<file path="src/rtl/sprite_anim_if.sv">
`default_nettype none
// ============================================================================
// Module   : sprite_anim_if
// Brief    : Control, ROM and pixel-output bundle of the sprite engine.
// Revision : 1.0  initial release
// ============================================================================
interface sprite_anim_if #(
    parameter int WIDTH      = 8,
    parameter int HEIGHT     = 8,
    parameter int FRAMES     = 4,
    parameter int COLR_BITS  = 4,
    parameter int CORDW      = 16,
    parameter int SCALE_BITS = 3,
    parameter int ADDRW      = $clog2(WIDTH * HEIGHT * FRAMES),
    parameter int FRAME_BITS = (FRAMES > 1) ? $clog2(FRAMES) : 1
);
    logic                    start;
    logic                    enable;
    logic                    line_end;
    logic signed [CORDW-1:0] sx;
    logic signed [CORDW-1:0] sprx;
    logic [FRAME_BITS-1:0]   frame;
    logic                    flip_h;
    logic                    flip_v;
    logic [SCALE_BITS-1:0]   scale_x;
    logic [SCALE_BITS-1:0]   scale_y;
    logic [COLR_BITS-1:0]    data_in;
    logic [ADDRW-1:0]        addr;
    logic [COLR_BITS-1:0]    pix;
    logic                    drawing;
    logic                    busy;
    logic                    done;

    modport master (
        output start, enable, line_end, sx, sprx, frame, flip_h, flip_v,
               scale_x, scale_y, data_in,
        input  addr, pix, drawing, busy, done
    );

    modport slave (
        input  start, enable, line_end, sx, sprx, frame, flip_h, flip_v,
               scale_x, scale_y, data_in,
        output addr, pix, drawing, busy, done
    );
endinterface
`default_nettype wire

</file>
<file path="src/rtl/sprite_anim.sv">
`default_nettype none
// ============================================================================
// Module   : sprite_anim
// Brief    : Line-synchronous sprite engine: walks a multi-frame sprite ROM and
//            emits scaled/flipped colour indices in lockstep with sx.
// Revision : 1.0  initial release
// ============================================================================
module sprite_anim #(
    parameter int WIDTH      = 8,
    parameter int HEIGHT     = 8,
    parameter int FRAMES     = 4,
    parameter int COLR_BITS  = 4,
    parameter int CORDW      = 16,
    parameter int SCALE_BITS = 3,
    parameter int LAT        = 2,
    parameter int TRANSP     = 0,
    parameter int ADDRW      = $clog2(WIDTH * HEIGHT * FRAMES)
) (
    input  wire             clk,
    input  wire             rst_n,
    sprite_anim_if.slave    bus
);

    localparam int c_XW = (WIDTH  > 1) ? $clog2(WIDTH)  : 1;
    localparam int c_YW = (HEIGHT > 1) ? $clog2(HEIGHT) : 1;
    localparam int c_FW = (FRAMES > 1) ? $clog2(FRAMES) : 1;

    typedef enum logic [2:0] {
        S_IDLE      = 3'd0,
        S_START     = 3'd1,
        S_AWAIT     = 3'd2,
        S_DRAW      = 3'd3,
        S_NEXT_LINE = 3'd4,
        S_DONE      = 3'd5
    } state_t;

    state_t                  state_q, state_d;
    logic [c_XW-1:0]         ox_q, ox_d;
    logic [c_YW-1:0]         oy_q, oy_d;
    logic [SCALE_BITS-1:0]   cx_q, cx_d;
    logic [SCALE_BITS-1:0]   cy_q, cy_d;
    logic [SCALE_BITS-1:0]   sx_scale_q, sx_scale_d;
    logic [SCALE_BITS-1:0]   sy_scale_q, sy_scale_d;
    logic [c_FW-1:0]         frame_q, frame_d;
    logic                    flip_h_q, flip_h_d;
    logic                    flip_v_q, flip_v_d;
    logic [ADDRW-1:0]        addr_q, addr_d;
    logic [LAT:0]            vld_q, vld_d;
    logic [COLR_BITS-1:0]    pix_q, pix_d;
    logic                    drawing_q, drawing_d;
    logic                    busy_q, busy_d;
    logic                    done_q, done_d;

    logic                    issue;
    logic [c_FW-1:0]         w_frame_in;
    logic signed [CORDW-1:0] w_match_x;
    logic                    w_match;
    logic                    w_last_cx;
    logic                    w_last_cy;
    logic                    w_last_col;
    logic                    w_last_row;
    logic [c_YW-1:0]         w_row;
    logic [c_XW-1:0]         w_col;
    logic [ADDRW-1:0]        w_addr;

    // Out-of-range frame numbers fold to frame 0; a power-of-two count cannot overflow.
    generate
        if ((1 << c_FW) == FRAMES) begin : g_frame_pow2
            assign w_frame_in = bus.frame;
        end else begin : g_frame_clamp
            assign w_frame_in = (int'(bus.frame) >= FRAMES) ? '0 : bus.frame;
        end
    endgenerate

    assign w_match_x  = bus.sprx - CORDW'(LAT + 2);
    assign w_match    = (bus.sx == w_match_x);
    assign w_last_cx  = (cx_q == sx_scale_q - SCALE_BITS'(1));
    assign w_last_cy  = (cy_q == sy_scale_q - SCALE_BITS'(1));
    assign w_last_col = (ox_q == c_XW'(WIDTH - 1)) && w_last_cx;
    assign w_last_row = (oy_q == c_YW'(HEIGHT - 1)) && w_last_cy;

    always_comb begin
        state_d    = state_q;
        ox_d       = ox_q;
        oy_d       = oy_q;
        cx_d       = cx_q;
        cy_d       = cy_q;
        sx_scale_d = sx_scale_q;
        sy_scale_d = sy_scale_q;
        frame_d    = frame_q;
        flip_h_d   = flip_h_q;
        flip_v_d   = flip_v_q;
        issue      = 1'b0;
        case (state_q)
            S_IDLE: begin
                if (bus.start && bus.enable) state_d = S_START;
            end
            S_START: begin
                frame_d    = w_frame_in;
                flip_h_d   = bus.flip_h;
                flip_v_d   = bus.flip_v;
                sx_scale_d = (bus.scale_x == '0) ? SCALE_BITS'(1) : bus.scale_x;
                sy_scale_d = (bus.scale_y == '0) ? SCALE_BITS'(1) : bus.scale_y;
                oy_d       = '0;
                cy_d       = '0;
                state_d    = S_AWAIT;
            end
            S_AWAIT: begin
                // A real match wins over a coincident line_end so the row is drawn.
                if (w_match) begin
                    ox_d    = '0;
                    cx_d    = '0;
                    issue   = 1'b1;
                    state_d = S_DRAW;
                end else if (bus.line_end) begin
                    state_d = w_last_row ? S_DONE : S_NEXT_LINE;
                end
            end
            S_DRAW: begin
                if (w_last_col) begin
                    state_d = w_last_row ? S_DONE : S_NEXT_LINE;
                end else begin
                    issue = 1'b1;
                    if (w_last_cx) begin
                        cx_d = '0;
                        ox_d = ox_q + c_XW'(1);
                    end else begin
                        cx_d = cx_q + SCALE_BITS'(1);
                    end
                end
            end
            S_NEXT_LINE: begin
                if (w_last_cy) begin
                    cy_d = '0;
                    oy_d = oy_q + c_YW'(1);
                end else begin
                    cy_d = cy_q + SCALE_BITS'(1);
                end
                state_d = S_AWAIT;
            end
            S_DONE: begin
                state_d = S_IDLE;
            end
            default: begin
                state_d = S_IDLE;
            end
        endcase
    end

    // ROM address comes from the next-state counters so it lands with the issue.
    assign w_row  = flip_v_q ? (c_YW'(HEIGHT - 1) - oy_d) : oy_d;
    assign w_col  = flip_h_q ? (c_XW'(WIDTH - 1) - ox_d) : ox_d;
    assign w_addr = ADDRW'(frame_q) * ADDRW'(WIDTH * HEIGHT)
                  + ADDRW'(w_row) * ADDRW'(WIDTH)
                  + ADDRW'(w_col);

    always_comb begin
        addr_d    = issue ? w_addr : addr_q;
        vld_d     = {vld_q[LAT-1:0], issue};
        busy_d    = (state_d != S_IDLE);
        done_d    = (state_d == S_DONE);
        pix_d     = '0;
        drawing_d = 1'b0;
        // vld_q[LAT] marks the cycle in which data_in belongs to an issued address.
        if (vld_q[LAT] && (bus.data_in != COLR_BITS'(TRANSP))) begin
            pix_d     = bus.data_in;
            drawing_d = 1'b1;
        end
    end

    always_ff @(posedge clk or negedge rst_n) begin
        if (!rst_n) begin
            state_q    <= S_IDLE;
            ox_q       <= '0;
            oy_q       <= '0;
            cx_q       <= '0;
            cy_q       <= '0;
            sx_scale_q <= SCALE_BITS'(1);
            sy_scale_q <= SCALE_BITS'(1);
            frame_q    <= '0;
            flip_h_q   <= 1'b0;
            flip_v_q   <= 1'b0;
            addr_q     <= '0;
            vld_q      <= '0;
            pix_q      <= '0;
            drawing_q  <= 1'b0;
            busy_q     <= 1'b0;
            done_q     <= 1'b0;
        end else begin
            state_q    <= state_d;
            ox_q       <= ox_d;
            oy_q       <= oy_d;
            cx_q       <= cx_d;
            cy_q       <= cy_d;
            sx_scale_q <= sx_scale_d;
            sy_scale_q <= sy_scale_d;
            frame_q    <= frame_d;
            flip_h_q   <= flip_h_d;
            flip_v_q   <= flip_v_d;
            addr_q     <= addr_d;
            vld_q      <= vld_d;
            pix_q      <= pix_d;
            drawing_q  <= drawing_d;
            busy_q     <= busy_d;
            done_q     <= done_d;
        end
    end

    assign bus.addr    = addr_q;
    assign bus.pix     = pix_q;
    assign bus.drawing = drawing_q;
    assign bus.busy    = busy_q;
    assign bus.done    = done_q;

endmodule
`default_nettype wire

</file>
<file path="src/flat_wrapper.sv">
// flat-port wrapper written by rule: the top's interface ports become plain ports
module sprite_anim_flat 
#(
    parameter int WIDTH      = 8,
    parameter int HEIGHT     = 8,
    parameter int FRAMES     = 4,
    parameter int COLR_BITS  = 4,
    parameter int CORDW      = 16,
    parameter int SCALE_BITS = 3,
    parameter int LAT        = 2,
    parameter int TRANSP     = 0,
    parameter int ADDRW      = $clog2(WIDTH * HEIGHT * FRAMES)
)
  (clk, rst_n, bus_start, bus_enable, bus_line_end, bus_sx, bus_sprx, bus_frame, bus_flip_h, bus_flip_v, bus_scale_x, bus_scale_y, bus_data_in, bus_addr, bus_pix, bus_drawing, bus_busy, bus_done);
  sprite_anim_if #(.WIDTH(WIDTH), .HEIGHT(HEIGHT), .FRAMES(FRAMES), .COLR_BITS(COLR_BITS), .CORDW(CORDW), .SCALE_BITS(SCALE_BITS), .ADDRW(ADDRW)) bus_i ();
  input  wire clk;
  input  wire rst_n;
  input wire logic [$bits(bus_i.start)-1:0] bus_start;
  input wire logic [$bits(bus_i.enable)-1:0] bus_enable;
  input wire logic [$bits(bus_i.line_end)-1:0] bus_line_end;
  input wire logic [$bits(bus_i.sx)-1:0] bus_sx;
  input wire logic [$bits(bus_i.sprx)-1:0] bus_sprx;
  input wire logic [$bits(bus_i.frame)-1:0] bus_frame;
  input wire logic [$bits(bus_i.flip_h)-1:0] bus_flip_h;
  input wire logic [$bits(bus_i.flip_v)-1:0] bus_flip_v;
  input wire logic [$bits(bus_i.scale_x)-1:0] bus_scale_x;
  input wire logic [$bits(bus_i.scale_y)-1:0] bus_scale_y;
  input wire logic [$bits(bus_i.data_in)-1:0] bus_data_in;
  output wire logic [$bits(bus_i.addr)-1:0] bus_addr;
  output wire logic [$bits(bus_i.pix)-1:0] bus_pix;
  output wire logic [$bits(bus_i.drawing)-1:0] bus_drawing;
  output wire logic [$bits(bus_i.busy)-1:0] bus_busy;
  output wire logic [$bits(bus_i.done)-1:0] bus_done;
  assign bus_i.start = bus_start;
  assign bus_i.enable = bus_enable;
  assign bus_i.line_end = bus_line_end;
  assign bus_i.sx = bus_sx;
  assign bus_i.sprx = bus_sprx;
  assign bus_i.frame = bus_frame;
  assign bus_i.flip_h = bus_flip_h;
  assign bus_i.flip_v = bus_flip_v;
  assign bus_i.scale_x = bus_scale_x;
  assign bus_i.scale_y = bus_scale_y;
  assign bus_i.data_in = bus_data_in;
  assign bus_addr = bus_i.addr;
  assign bus_pix = bus_i.pix;
  assign bus_drawing = bus_i.drawing;
  assign bus_busy = bus_i.busy;
  assign bus_done = bus_i.done;
  sprite_anim #(.WIDTH(WIDTH), .HEIGHT(HEIGHT), .FRAMES(FRAMES), .COLR_BITS(COLR_BITS), .CORDW(CORDW), .SCALE_BITS(SCALE_BITS), .LAT(LAT), .TRANSP(TRANSP), .ADDRW(ADDRW)) u_core (.clk(clk), .rst_n(rst_n), .bus(bus_i));
endmodule
</file>
<file path="config.mk">
export PLATFORM = sky130hd
export DESIGN_NAME = sprite_anim_flat
export DESIGN_NICKNAME = d
export VERILOG_FILES = /design/src/rtl/sprite_anim_if.sv /design/src/rtl/sprite_anim.sv /design/src/flat_wrapper.sv
export SDC_FILE = /design/constraint.sdc
export NUM_CORES = 1
export LEC_CHECK = 0
export BUFFER_PORTS_ARGS = -buffer_cell sky130_fd_sc_hd__buf_2
export CAP_MARGIN = 30
export CORE_MARGIN = 2
export CORE_UTILIZATION = 57
export CTS_CLUSTER_SIZE = 20
export DETAILED_ROUTE_END_ITERATION = 7
export PLACE_DENSITY = 0.83
export SYNTH_ARGS = -nofsm -noshare
export SYNTH_HDL_FRONTEND = slang
export SYNTH_SLANG_ARGS = --single-unit
</file>
<file path="constraint.sdc">
create_clock -name clk -period 3.8 [get_ports clk]
set_input_delay 0.38 -clock clk [delete_from_list [all_inputs] [get_ports clk]]
set_output_delay 0.38 -clock clk [all_outputs]
set_load 0.01 [all_outputs]
</file>
# --- Word-level counts from Yosys, hierarchy flattened ---
# Cells that the tools add are included.
word_totals:
  wordCells: 79
  mem_count: 0
  latchBits: 0
  mem_bits_ro: 0
  ram_bits: 0
  out_inout_bits: 15
  regBits: 43
classes:
  n_addsub: 11
  n_reduce_logical: 13
  div: 0
  mux: 27
  magnitude_cmp: 0
  n_shift: 0
  mul: 0
  n_bitwise: 0
  eq_ne: 12
ops:
  columns: ["cell", "count"]
  rows:
  - ["$mux W3", 16]
  - ["$pmux W3 S2", 4]
  - ["$eq A16 B16 Y1", 1]
  - ["$sub A16 B4 Y16 const B", 1]
  - ["$add A3 B1 Y3 const B", 4]
  - ["$eq A3 B3 Y1 const B", 4]
  - ["$pmux W3 S4", 1]
  - ["$logic_not A3 Y1", 3]
  - ["$add A8 B3 Y8", 1]
  - ["$add A8 B6 Y8", 1]
  - ["$eq A3 B2 Y1 const B", 2]
  - ["$eq A3 B3 Y1", 2]
  - ["$sub A3 B1 Y3 const B", 2]
  - ["$sub A3 B3 Y3 const A", 2]
  - ["$logic_and A1 B1 Y1", 4]
  - ["$mux W1", 4]
  - ["$mux W4", 1]
  - ["$reduce_bool A2 Y1", 2]
  - ["$reduce_bool A4 Y1", 1]
  - ["$eq A3 B1 Y1 const B", 1]
  - ["$reduce_and A3 Y1", 1]
  - ["$reduce_bool A3 Y1", 1]
  - ["$ne A2 B1 Y1 const B", 1]
  - ["$ne A2 B2 Y1 const B", 1]
  - ["2 further kinds", 2]

# --- Longest topological paths before layout ---
depth:
  ltp_word: 8
  mapped_depth: 13
  ltp_nobuf: 10

# --- Worst setup path before layout ---
# OpenSTA, ideal clock, no wires.
synth_path:
  kind: "input -> register"
  start: "in bus_sprx[10]"
  end: "reg u_core.addr_q[6] (netlist: u_core.bus.addr[6])"
  n_path_buf: 2
  setup_slack_ps: 653
  arrival_time_ps: 3022
  t_required_ps: 3675
  stages: 9
  path_cell_list: "buf_6 > or4_4 > or4_1 > a2111oi_1 > nor3b_1 > or3_4 > a211o_1 > buf_6 > mux2_4"
synth_via:
  elab_chain_cells: 7
  word_cells_on_any_way: 9
  classes_between: "add/sub (3); eq/ne (1); mux (5)"
synth_rtl:
  columns: ["item", "line_no", "rtl"]
  rows:
  - ["start, declared", "flat_wrapper.sv:22", "input wire logic [$bits(bus_i.sprx)-1:0] bus_sprx;"]
  - ["$sub A16 B4 Y16 *", "sprite_anim.sv:75", "assign w_match_x = bus.sprx - CORDW'(LAT + 2);"]
  - ["$eq A16 B16 Y1 *", "sprite_anim.sv:76", "assign w_match = (bus.sx == w_match_x);"]
  - ["$mux W3", "sprite_anim.sv:110", "if (w_match) begin"]
  - ["$pmux W3 S2", "sprite_anim.sv:94", "case (state_q)"]
  - ["$sub A3 B3 Y3", "sprite_anim.sv:152", "assign w_col = flip_h_q ? (c_XW'(WIDTH - 1) - ox_d) : ox_d;"]
  - ["$mux W3", "sprite_anim.sv:152", null]
  - ["$add A8 B3 Y8", "sprite_anim.sv:155", "+ ADDRW'(w_col);"]
  - ["end signal, assigned", "sprite_anim.sv:200", "addr_q <= addr_d;"]
  - ["end, declared", "sprite_anim.sv:47", "logic [ADDRW-1:0] addr_q, addr_d;"]
# Mark *: on every way between the ends. The rest lies on a longest branch, timed or not.
# A chain may end at the register's enable or synchronous reset.

# --- Worst setup path in the final report ---
layout_path:
  start: "in bus_sprx[2]"
  end: "reg u_core.addr_q[7] (netlist: u_core.bus.addr[7])"
# Same word-level chain as after synthesis.

==> flow_metrics.py <==
metrics = {
    "status": {
        "status": "complete, no violations",
    },
    "worst_setup_path": {
        "rr_worst_depth": 9,
        "critPathLaunchType": "primary input",
        "critPathArrivalTime_ns": 3.46,
        "crit_chain": "buf_2, inv_1, ha_1, or3b_1, or4_1, a211oi_1, nand4_1, or3_4, a211o_1, mux2_4",
        "critPathMaxStageDelay_ns": 0.56,
        "worst_setup_path_end_kind": "register",
        "slowest_stage": "a211o_1",
        "setup.worst_path.class": "in -> reg",
        "cp_data_required_time_ns": 3.98,
        "critPathMaxFanout": 19,
    },
    "cells_and_area": {
        "diodes": 0,
        "finish.utilization_pct": 68.7,
        "finalInstanceArea_sq_um": 2990,
        "fin_nets": 383,
        "layout-drive-gt1-share_pct": 28.4,
        "stdcell_count": 376,
        "area_delta_synth_final_pct": 16.8,
    },
    "synth": {
        "yosysSeqAreaShare_pct": 42.1,
        "synth.top_cell.area_share_pct": 40.1,
        "yosys.area.top_type": "dfrtp_1",
        "yosysUniqueCellTypes": 54,
        "synth_area_sq_um": 2560,
        "avgSynthCellArea_sq_um": 9.85,
        "synth_most_common_cell": "dfrtp_1",
        "synthCells": 260,
        "synth_area_leaders": "dfrtp_1, xnor2_1, ha_1",
        "synth_seq_cells": 43,
        "async_reset_ff_share_pct": 100,
        "synth_nets": 320,
        "yosys_warnings": 0,
        "synthFlopType": "dfrtp_1",
        "synth_common_cells": "dfrtp_1, xnor2_1, nand2_1",
        "synth_edf_count": 0,
    },
    "clock_network": {
        "cts_setup_buffers": 0,
        "clkTransAtPathRegs_ns": 0.08,
        "cts_htree_levels": 2,
        "ctsResizeCount": 0,
        "cts-root-buf": "clkbuf_8",
        "clock-sinks": 43,
        "cts_made_buffers": 5,
        "hold_buffers": 0,
        "tritoncts": "done",
        "clock_path_buffers": 2,
        "clock_latency_ns": 0.30,
    },
    "floorplan": {
        "start_util_pct": 58.8,
        "die_width_um": 71.0,
        "die_h_um": 71.0,
        "rows": 24,
        "core_area_sq_um": 4350,
        "die_area_sq_um": 5040,
        "io_pins": 66,
    },
    "sta": {
        "period_share_pct": 86.1,
        "setup_ws_ns": 0.527,
        "slew_viol_final": 0,
        "slew-limit-headroom_pct": 39.8,
        "grt_setup_unrepaired": "false",
        "finalClockSkew_ns": 0.00618,
        "fmax_mhz": 306,
        "final.min_clock_period_ns": 3.27,
        "finalHoldViolCount": 0,
        "holdWs_ns": 0.204,
        "finalSetupViolCount": 0,
        "setup-tns-final_ns": 0,
        "worst_slew_pin_slew_ns": 0.903,
    },
    "routing": {
        "wirelength_um": 5220,
        "final_antenna_net_count": 0,
        "viasPerCell": 5.77,
        "avgRoutedWirePerCell_um": 13.9,
        "drc_errors": 0,
        "vias": 2171,
        "drtPass1Iterations": 5,
        "drt_iter0_markers": 99,
    },
    "global_routing": {
        "grt_antenna_before_repair": 0,
        "grt_pass1_wl_um": 8870,
        "grt_max_degree": 44,
        "first_global_vias": 2100,
        "overflow": 0,
        "grt_use_total_pct": 21.8,
    },
    "placed_design": {
        "io_buffer_count": 65,
        "place_area_sq_um": 2910,
        "dp_slack_ns": 0.199,
        "dp.cells": 368,
        "gp_congestion": 0.866,
        "dpl.hpwl_um": 4090,
    },
    "pwr": {
        "finalPower_mw": 1.93,
        "peakVddDrop_mv": 0.342,
        "powerDensity_nw_per_um2": 645,
        "leakagePower_nw": 1.37,
    },
    "job": {
        "cap_viol_max_count": 0,
    },
    "hold_path": {
        "hold_class": "in -> async",
    },
}
[path summary, 6_finish.rpt]
check                                                  from                             end  slack (ns)
setup / recovery                                bus_sprx[2]  u_core.bus.addr[7]$_DFFE_PN0P_        0.53
hold / removal                                        rst_n      u_core.cy_q[0]$_DFFE_PN0N_        0.20
setup reg to reg           u_core.sx_scale_q[0]$_DFFE_PN1N_       u_core.bus.busy$_DFF_PN0_        0.99
hold reg to reg                   u_core.vld_q[0]$_DFF_PN0_       u_core.vld_q[1]$_DFF_PN0_        0.35
max in group asynchronous                             rst_n      u_core.cx_q[2]$_DFFE_PN0P_        3.03
min in group clk                             bus_data_in[0]     u_core.bus.pix[0]$_DFF_PN0_        0.31
[metal layers]
metal / track usage (%) / share of wire (%) / vias up
met5: 0 / 0 / -
met4: 6.08 / 1.2 / 0
met3: 4.99 / 4.2 / 6
met2: 41.8 / 54 / 51
met1: 23.7 / 41 / 1049
li1: - / - / 1065
[report_power, final]
group / internal, mW / switching, mW / total, mW
clock: 0.128 / 0.154 / 0.282
combinational: 0.411 / 0.430 / 0.841
sequential: 0.642 / 0.162 / 0.804
[critical path, delay by kind of cell]
kind	cells	cell delay (ns)
buffers and inverters	2	0.18
AO/OA/AOI/OAI	2	0.87
multiplexers	1	0.38
adder cells (fa/ha/maj)	1	0.20
AND/OR/NAND/NOR	4	1.43
[cells in the final DEF, fill, tap and decap left out, types with 6 or more instances in the layout]
cell type  instances
ha_1               9
inv_1             12
o21ai_0           15
xor2_1             6
mux2_2             6
nor3_1             7
xnor2_1           23
nand3_1            7
dfrtp_1           41
nor2_1            10
and2_1             6
or4_1              6
nand2_1           22
o21ai_1            8
buf_2             65
[cell families after synthesis]
| kind of cell | after synthesis | share of synthesized area [%] |
|---|---|---|
| mux | 11 | 4.99 |
| flops | 43 | 42.1 |
| fa+ha+maj | 9 | 4.40 |
| buf+inv | 25 | 4.55 |
| simple gates | 84 | 18.0 |
| xor+xnor | 29 | 9.92 |
| compound gates | 59 | 16.0 |
[final cells by class]
class                      instances  area (sq um)
inverter                          13          48.8
tap                               52          65.1
clock buffer                       6          72.6
timing repair buffer              68           348
fill                             338          1360
clock inverter                     2          12.5
sequential                        43          1080
multi-input combinational        192          1370
[state kept, by name, indices dropped and copies added, names as in the netlist]
signal	count
u_core.bus.busy	1
u_core.cx_q	3
u_core.flip_v_q	1
u_core.frame_q	2
u_core.vld_q	3
u_core.bus.drawing	1
u_core.bus.addr	8
u_core.cy_q	3
u_core.sy_scale_q	3
u_core.bus.done	1
u_core.oy_q	3
u_core.flip_h_q	1
u_core.sx_scale_q	3
u_core.ox_q	3
u_core.bus.pix	4
u_core.state_q	3
No activity file was read; power rests on OpenSTA's default activity.
